### config.mk
export PLATFORM = sky130hd
export DESIGN_NAME = sensor_debounce
export DESIGN_NICKNAME = d
export VERILOG_FILES = /design/src/rtl/sensor_pkg.sv /design/src/rtl/debounce_bit.sv /design/src/rtl/sensor_debounce.sv
export SDC_FILE = /design/constraint.sdc
export NUM_CORES = 1
export LEC_CHECK = 0
export ABC_AREA = 1
export BUFFER_PORTS_ARGS = -buffer_cell sky130_fd_sc_hd__buf_2
export CAP_MARGIN = 25
export CORE_ASPECT_RATIO = 1.2
export CORE_MARGIN = 1
export CORE_UTILIZATION = 50
export DETAILED_ROUTE_END_ITERATION = 8
export PLACE_DENSITY = 0.77
export SYNTH_ARGS = -nofsm -noshare
export SYNTH_HDL_FRONTEND = slang
export SYNTH_HIERARCHICAL = 1
export SYNTH_SLANG_ARGS = --single-unit
### constraint.sdc
create_clock -name clk -period 1.9 [get_ports clk]
set_input_delay 0.38 -clock clk [delete_from_list [all_inputs] [get_ports clk]]
set_output_delay 0.38 -clock clk [all_outputs]
set_load 0.02 [all_outputs]
### src/rtl/sensor_pkg.sv
// Shared definitions for the sensor debouncer: default sizes, the sensor
// vector type and the error rule applied to the stable vector.
package sensor_pkg;

  localparam int NUM_SENSORS_DEF     = 4;
  localparam int DEBOUNCE_CYCLES_DEF = 8;

  typedef logic [3:0] sensor_vec_t;

  // Error whenever sensor 0 is active, or sensor 1 together with 2 or 3
  function automatic logic sensor_err(sensor_vec_t s);
    return s[0] | (s[1] & (s[2] | s[3]));
  endfunction

endpackage

### src/rtl/debounce_bit.sv
// One sensor line: two-flop synchroniser, consecutive-sample counter and
// stable flop. stable_next exposes the value stable takes on the next edge.
module debounce_bit #(
  parameter int DEBOUNCE_CYCLES = 8
) (
  input  logic clk,
  input  logic n_rst,
  input  logic raw,
  output logic stable,
  output logic stable_next
);

  localparam int CNT_W = (DEBOUNCE_CYCLES > 1) ? $clog2(DEBOUNCE_CYCLES) : 1;
  localparam logic [CNT_W-1:0] CNT_LAST = CNT_W'(DEBOUNCE_CYCLES - 1);

  logic             sync_q1;
  logic             sync_q2;
  logic [CNT_W-1:0] cnt;
  logic [CNT_W-1:0] cnt_next;

  // Any sample that agrees with the stable value restarts the count
  always_comb begin
    stable_next = stable;
    cnt_next    = '0;
    if (sync_q2 != stable) begin
      if (cnt == CNT_LAST) begin
        stable_next = sync_q2;
      end else begin
        cnt_next = cnt + CNT_W'(1);
      end
    end
  end

  always_ff @(posedge clk or negedge n_rst) begin
    if (!n_rst) begin
      sync_q1 <= 1'b0;
      sync_q2 <= 1'b0;
      cnt     <= '0;
      stable  <= 1'b0;
    end else begin
      sync_q1 <= raw;
      sync_q2 <= sync_q1;
      cnt     <= cnt_next;
      stable  <= stable_next;
    end
  end

endmodule

### src/rtl/sensor_debounce.sv
// Debounces NUM_SENSORS raw lines and derives a change strobe and error flag.
// Define SENSOR_ERR_LATCH_EN to make error sticky until cleared by clear_err.
module sensor_debounce
  import sensor_pkg::*;
#(
  parameter int NUM_SENSORS     = NUM_SENSORS_DEF,
  parameter int DEBOUNCE_CYCLES = DEBOUNCE_CYCLES_DEF
) (
  input  logic                   clk,
  input  logic                   n_rst,
  input  logic [NUM_SENSORS-1:0] sensors_raw,
  input  logic                   clear_err,
  output logic [NUM_SENSORS-1:0] sensors,
  output logic                   changed,
  output logic                   error
);

  logic [NUM_SENSORS-1:0] stable_next;
  logic                   err_next;

  for (genvar i = 0; i < NUM_SENSORS; i++) begin : g_bit
    debounce_bit #(
      .DEBOUNCE_CYCLES(DEBOUNCE_CYCLES)
    ) u_bit (
      .clk        (clk),
      .n_rst      (n_rst),
      .raw        (sensors_raw[i]),
      .stable     (sensors[i]),
      .stable_next(stable_next[i])
    );
  end

  // Both flags look at the next-state vector so they line up with sensors
  assign err_next = sensor_err(stable_next[3:0]);

  always_ff @(posedge clk or negedge n_rst) begin
    if (!n_rst) begin
      changed <= 1'b0;
    end else begin
      changed <= |(stable_next ^ sensors);
    end
  end

`ifdef SENSOR_ERR_LATCH_EN
  // A new error wins over a simultaneous clear
  always_ff @(posedge clk or negedge n_rst) begin
    if (!n_rst) begin
      error <= 1'b0;
    end else begin
      error <= err_next | (error & ~clear_err);
    end
  end
`else
  logic unused_clear_err;
  assign unused_clear_err = clear_err;

  always_ff @(posedge clk or negedge n_rst) begin
    if (!n_rst) begin
      error <= 1'b0;
    end else begin
      error <= err_next;
    end
  end
`endif

endmodule

Word-level counts from Yosys, hierarchy flattened. Cells that the tools add are included.

Bits in registers: 26. Logic and storage cells: 51.

Bitwise logic cells: 4. Add/subtract/negate cells: 4. Eq/ne operators: 8. Reduce and logical (&&, ||, !) cells: 1. Multiplexer cells: 16.

Operators by type and width (count): 2-to-1 mux 3 bit (8); adder 3 x 1 -> 3 bit (second input constant) (4); equality test 3 bit (second input constant) (4); 2-to-1 mux 1 bit (8); inequality test 1 bit (4); OR reduction 4 bit (1); XOR 4 bit (1); OR 1 bit (2); AND 1 bit (1).

Logic depth before layout (Yosys ltp). Gate-level depths: netlist (run 1).

Depth after elaboration: 6. Mapped depth: 9. Mapped depth without buffers: 9.

Cells and area by module. Netlist (run 1), hierarchy kept.

Modules (own cells, without submodules): debounce_bit (sequential area each 150.1 um^2, times used 4, area each 227.7 um^2, cells each 21); sensor_debounce (sequential area each 50.0 um^2, times used 1, area each 145.1 um^2, cells each 27).

Worst setup path after synthesis (run 1). Ideal clock, no wire load.

Path type: reg-to-reg. From: register g_bit[1].u_bit.cnt[0]. To: register changed. Stages on the path, launching flop included: 9. Data required time: 1.781 ns. Path buffers: 0. Library setup time: 0.119 ns. Slack: 0.481 ns. Arrival: 1.301 ns. Cells stage by stage: dfrtp_1 > ha_1 > ha_1 > o21ai_0 > inv_1 > nand2_1 > nand2_1 > nor2_1 > nand2_1.

Longest elaborated chain between the ends: 5.

RTL lines: from (decl) (line debounce_bit.sv:18) `logic [CNT_W-1:0] cnt;`; from (signal assigned) (line debounce_bit.sv:43) `cnt <= cnt_next;`; equality test 3 bit (line debounce_bit.sv:26) `if (cnt == CNT_LAST) begin`; 2-to-1 mux 1 bit (line debounce_bit.sv:26); 2-to-1 mux 1 bit (line debounce_bit.sv:25) `if (sync_q2 != stable) begin`; net stable_next[1] (line sensor_debounce.sv:18) `logic [NUM_SENSORS-1:0] stable_next;`; XOR 4 bit (line sensor_debounce.sv:40) `changed <= |(stable_next ^ sensors);`; OR reduction 4 bit (line sensor_debounce.sv:40); to (signal assigned) (line sensor_debounce.sv:40); to (decl) (line sensor_debounce.sv:14) `output logic changed,`.

The timed path passes the listed nets, and every way through them passes these cells.

Final worst setup path (run 1).
From: register g_bit[2].u_bit.cnt[0]. To: register changed.

Longest elaborated chain between the ends: 5.

RTL lines (line): from (decl) (debounce_bit.sv:18); from (signal assigned) (debounce_bit.sv:43); equality test 3 bit (debounce_bit.sv:26); 2-to-1 mux 1 bit (debounce_bit.sv:26); 2-to-1 mux 1 bit (debounce_bit.sv:25); net stable_next[2] (sensor_debounce.sv:18); XOR 4 bit (sensor_debounce.sv:40); OR reduction 4 bit (sensor_debounce.sv:40).

The timed path passes the listed nets, and every way through them passes these cells.

==> results of run 1 <==
## area by class of cell
class,count,area [sq um],share of cell area (%)
well taps,19,23.8,2.03
inverters,24,90.1,7.69
multi-input cells,61,315,26.9
flip-flops and latches,26,651,55.6
repair buffers,11,55.1,4.70
clock buffers,4,36.3,3.10
## registers in the layout, summed over array words and instances, names as in the netlist
name / count
g_bit.u_bit/stable: 4
changed: 1
g_bit.u_bit/sync_q2: 4
g_bit.u_bit/sync_q1: 4
error: 1
g_bit.u_bit/cnt: 12
## cell usage in the layout (no fill, tap or decap)
master     n
nand2_1   30
ha_1       8
nor2_1    14
inv_1     24
dfrtp_1   26
clkbuf_4   3
buf_2     11
or2_0      4
o21ai_0    5
clkbuf_8   1
## worst max-delay path, cell delays in order (launching register included)
cell,delay (ps)
dfrtp_1,400
ha_1,200
ha_1,200
o21ai_0,380
inv_1,100
nand2_1,70
nand2_1,50
nor2_1,100
nand2_1,50
## cell families (layout without fill, tap and decap cells)
| family | Yosys count | in the layout | share of synthesized area, % |
|---|---|---|---|
| AO/OA/AOI/OAI | 5 | 5 | 2.37 |
| adder cells (fa/ha/maj) | 8 | 8 | 9.48 |
| buffers and inverters | 24 | 39 | 8.53 |
| flip-flops | 26 | 26 | 61.6 |
| AND/OR/NAND/NOR | 48 | 48 | 18.0 |
## per-layer routing
metal	vias to the layer above	track usage (%)
li1	352	-
met1	292	15.9
met2	9	26.9
met3	2	2.07
met4	0	10.6
met5	-	0
## power breakdown
part | switching (mW) | internal (mW)
clock | 0.152 | 0.117
sequential | 0.0944 | 0.718
combinational | 0.375 | 0.227
## final timing paths
kind | to | from
max | changed | g_bit[2].u_bit/cnt[0]
min | g_bit[2].u_bit/cnt[2] | n_rst
max reg2reg | changed | g_bit[2].u_bit/cnt[0]
min reg2reg | g_bit[2].u_bit/sync_q2 | g_bit[2].u_bit/sync_q1
max in group asynchronous | g_bit[3].u_bit/cnt[2] | n_rst
min in group clk | g_bit[2].u_bit/sync_q1 | sensors_raw[2]
## stage by stage
stage	hold slack (ps)	setup slack [ps]	power, mW
floorplan	84.4	481	1.26
global placement	332	370	1.38
finish	25.5	264	1.68
detailed placement	335	279	1.44
CTS	38.7	260	1.71
global route	66.9	74.7	1.84
==> summary.md, run 1 <==
| Metric | Value |
|---|---|
| Run status | `finished with violations` |
| Failing checks | `design-rule violations` |
| Max IR drop VDD | `702 uV` |
| Post-layout nets | `142` |
| PwrDens | `1440 mW/mm^2` |
| CTS Buf Count | `3` |
| CTS HTree Levels | `1` |
| Tcrit/Tclk final | `86.1%` |
| Highest Signal Layer | `met4` |
| R2R cell count | `8` |
| Die Wd | `44.0 microns` |
| Residual DRC count | `2` |
| Final setup viols | `0` |
| Slew of the pin with the lowest slew margin | `538 ps` |
| Grt ovf | `0` |
| Synth warn | `6` |
| Initial antenna violation count | `0` |
| PortBufs | `11` |
| WL/cell | `9.90 microns` |
| Die Y-Extent | `52.3 microns` |
| Max Cap Viol | `0` |
| Post-Route Utilization | `61.2%` |
| First-pass GRT wire length | `2.45 mm` |
| Synth Register Bits | `26` |
| Row Count | `17` |
| Io pins | `13` |
| CTS resizes | `0` |
| Final Wtd Congestion | `0.737` |
| Core box area | `0.00191 sq mm` |
| Detail Placement HPWL | `1.11 mm` |
| Post-Syn Area | `0.00106 sq mm` |
| Synth top area share | `61.6%` |
| Final setup TNS | `0 ps` |
| DR WL met3 | `39 microns` |
| Top-count cell post-synth | `nand2_1` |
| Hold WC Path Type | `input port to async pin` |
| Netlist cell types | `7` |
| Metal2 WL | `775 microns` |
| Register area share after synthesis | `61.6%` |
| Post-synth top cells | `30 x nand2_1, 26 x dfrtp_1, 24 x inv_1, 14 x nor2_1, 8 x ha_1` |
| Worst Clk Skew | `3.73 ps` |
| Area contributors post-synth | `dfrtp_1 62%, nand2_1 11%, ha_1 9.5%, inv_1 8.5%, nor2_1 5.0%` |
| Endpoint class of the critical path | `flop` |
| Layout filler cell count | `169` |
| Mapped Cells | `111` |
| Final WL | `1.44 mm` |
| Synth Area per Inst | `9.51 sq um` |
| Post-Layout Cell Count | `145` |
| Placed Area | `0.00113 sq mm` |
| Final Max Tran Viols | `0` |
| Worst-path fanout max | `4` |
| Via density | `4.52` |
| Routed Antenna Nets | `0` |
| Later-pin clock latency in the skew report | `310 ps` |
| Bufs on Longest Clock Path | `2` |
| Relative slew slack | `64.1%` |
| Post-synth ARST share | `100%` |
| Cts hold-fix bufs | `0` |
| CP startpoint kind | `flop` |
| Post-synthesis net count | `126` |
| R2R setup slack | `260 ps` |
| Worst EP arrival | `1860 ps` |
| Total track usage | `15.0%` |
| Crit Path Class | `flop to flop` |
| Crit path time final | `1640 ps` |
| Via count | `655` |
| Number of global-route vias before repair | `620` |
| Largest net degree at the start of global routing | `27` |
| Post-synth EDFFs | `0` |
| Final Instance Area | `0.00117 sq mm` |
| Lkg Pwr | `0.662 nW` |
| Share of layout cells above drive strength 1 | `11.9%` |
| Die area | `0.00230 sq mm` |
| Synth area leader | `dfrtp_1` |
| Initial core utilization | `55.2%` |
| RSZ-0062 raised after global routing | `false` |
| Root Driver | `clkbuf_4` |
| Placed cell count | `141` |
| F_max | `611 MHz` |
| Predominant post-synthesis flop cell | `dfrtp_1` |
| CTS tree | `done` |
| Pre-antenna DRT Iters | `6` |
| Sink Count | `26` |
| M1 WL | `603 microns` |
| Data required, critical path | `2120 ps` |
| Final hold violation count | `0` |
| N_diodes | `0` |
| Area Overhead vs Synth | `10.9%` |
| Initial DRC Count | `13` |
| Clock transition at the registers of the reported paths | `130 ps` |
| Post-CTS Setup Repair Bufs | `0` |
Power figures use the tool's default switching activity.
==> run 2: changes to the inputs <==
--- a/config.mk
+++ b/config.mk
@@ -11,7 +11,9 @@
 export CORE_ASPECT_RATIO = 1.2
 export CORE_MARGIN = 1
 export CORE_UTILIZATION = 50
+export CTS_CLUSTER_DIAMETER = 200
 export DETAILED_ROUTE_END_ITERATION = 8
+export HOLD_SLACK_MARGIN = 0.06
 export PLACE_DENSITY = 0.77
 export SYNTH_ARGS = -nofsm -noshare
 export SYNTH_HDL_FRONTEND = slang
==> summary.md, run 2 (synthesized netlist as in run 1, its figures left out) <==
| Metric | Value |
|---|---|
| Bufs on Longest Clock Path | `2` |
| RSZ-0062 raised after global routing | `false` |
| Tcrit/Tclk final | `86.1%` |
| Area Overhead vs Synth | `11.8%` |
| Largest net degree at the start of global routing | `27` |
| Max Cap Viol | `0` |
| Worst EP arrival | `1860 ps` |
| Max IR drop VDD | `702 uV` |
| Routed Antenna Nets | `0` |
| Relative slew slack | `63.9%` |
| Via density | `4.51` |
| Residual DRC count | `2` |
| CTS HTree Levels | `1` |
| Detail Placement HPWL | `1.11 mm` |
| Final Max Tran Viols | `0` |
| Final setup TNS | `0 ps` |
| N_diodes | `0` |
| Io pins | `13` |
| Post-Route Utilization | `61.7%` |
| Worst-path fanout max | `4` |
| Crit path time final | `1640 ps` |
| Initial antenna violation count | `0` |
| Origin of the critical flop-to-flop path | `g_bit[2].u_bit/cnt[0]` |
| Endpoint class of the critical path | `flop` |
| Core box area | `0.00191 sq mm` |
| PortBufs | `11` |
| CTS Buf Count | `3` |
| R2R setup slack | `260 ps` |
| Post-CTS Setup Repair Bufs | `0` |
| Via count | `659` |
| Grt ovf | `0` |
| Pre-antenna DRT Iters | `6` |
| Commonest non-fill, non-tap cell in the layout | `nand2_1` |
| Most frequent cells in the layout | `30 x nand2_1, 26 x dfrtp_1, 24 x inv_1, 14 x nor2_1, 11 x buf_2` |
| Crit Path Class | `flop to flop` |
| Max FFs per register | `12` |
| Run status | `finished with violations` |
| Data required, critical path | `2120 ps` |
| Root Driver | `clkbuf_4` |
| Final hold violation count | `0` |
| WL/cell | `9.88 microns` |
| Placed cell count | `141` |
| F_max | `611 MHz` |
| Slew of the pin with the lowest slew margin | `541 ps` |
| Final WL | `1.44 mm` |
| Post-route worst setup slack | `264 ps` |
| R2R cell count | `8` |
| Setup slack at placement | `279 ps` |
| PwrDens | `1430 mW/mm^2` |
| Most flops, register | `g_bit.u_bit/cnt` |
| Die Y-Extent | `52.3 microns` |
| Share of layout cells above drive strength 1 | `11.8%` |
| Reg2reg end | `changed` |
| Worst setup path end | `changed` |
| Worst Clk Skew | `3.73 ps` |
| Row Count | `17` |
| Initial core utilization | `55.2%` |
| Failing checks | `design-rule violations` |
| Die area | `0.00230 sq mm` |
| Final Wtd Congestion | `0.737` |
| Number of global-route vias before repair | `620` |
| CTS tree | `done` |
| Lkg Pwr | `0.666 nW` |
| Die Wd | `44.0 microns` |
| Clock transition at the registers of the reported paths | `130 ps` |
| Post-Layout Cell Count | `146` |
| First-pass GRT wire length | `2.45 mm` |
| Final setup viols | `0` |
| Total track usage | `15.0%` |
| Later-pin clock latency in the skew report | `310 ps` |
| Hold WC Path Type | `input port to flop` |
| Initial DRC Count | `13` |
| Sink Count | `26` |
| CP startpoint kind | `flop` |
| Post-layout nets | `143` |
| CP Launch Point | `g_bit[2].u_bit/cnt[0]` |
| Fin Hold WS | `160 ps` |
[run 2: area by class of cell]
| type | instances | area [sq um] |
|---|---|---|
| well taps | 19 | 23.8 |
| fillers | 171 | 733 |
| inverters | 24 | 90.1 |
| multi-input cells | 61 | 315 |
| repair buffers | 12 | 65.1 |
| flip-flops and latches | 26 | 651 |
| clock buffers | 4 | 36.3 |
[run 2: worst min path at each step]
| stage | slack (ps) | startpoint | to | cells after the start |
|---|---|---|---|---|
| after floorplan | 80 | n_rst | changed | 0 |
| final | 160 | sensors_raw[2] | g_bit[2].u_bit/sync_q1 | 1 |
| after global placement | 330 | g_bit[3].u_bit/sync_q1 | g_bit[3].u_bit/sync_q2 | 0 |
| after global routing | 140 | sensors_raw[2] | g_bit[2].u_bit/sync_q1 | 1 |
| after CTS | 150 | sensors_raw[2] | g_bit[2].u_bit/sync_q1 | 1 |
| after detailed placement | 330 | g_bit[2].u_bit/sync_q1 | g_bit[2].u_bit/sync_q2 | 0 |
[run 2: through the flow]
stage                     power, mW  area [sq um]
after floorplan                1.26          1060
after global placement         1.38          1130
after detailed placement       1.44          1130
after CTS                      1.71          1180
after global routing           1.84          1180
final                          1.68          1180
[run 2: per-layer routing]
metal	track usage [%]	share of wire [%]	up-vias
met5	0	0	-
met1	15.9	42	294
met4	10.6	1.1	0
li1	-	-	354
met2	26.9	54	9
met3	2.07	2.6	2
[run 2: power by group]
part / internal, mW / switching, mW
Combinational: 0.229 / 0.375
Clock: 0.117 / 0.152
Sequential: 0.718 / 0.0944
[run 2: critical path, stage by stage, from the launching register on]
cell	delay [ps]
dfrtp_1	400
ha_1	200
ha_1	200
o21ai_0	380
inv_1	100
nand2_1	70
nand2_1	50
nor2_1	100
nand2_1	50
[run 2: repair_timing]
item,4_1_cts,5_1_grt
resized for setup,0,0
hold buffers,1,0
setup endpoints to repair,0,0
hold endpoints to repair,26,0
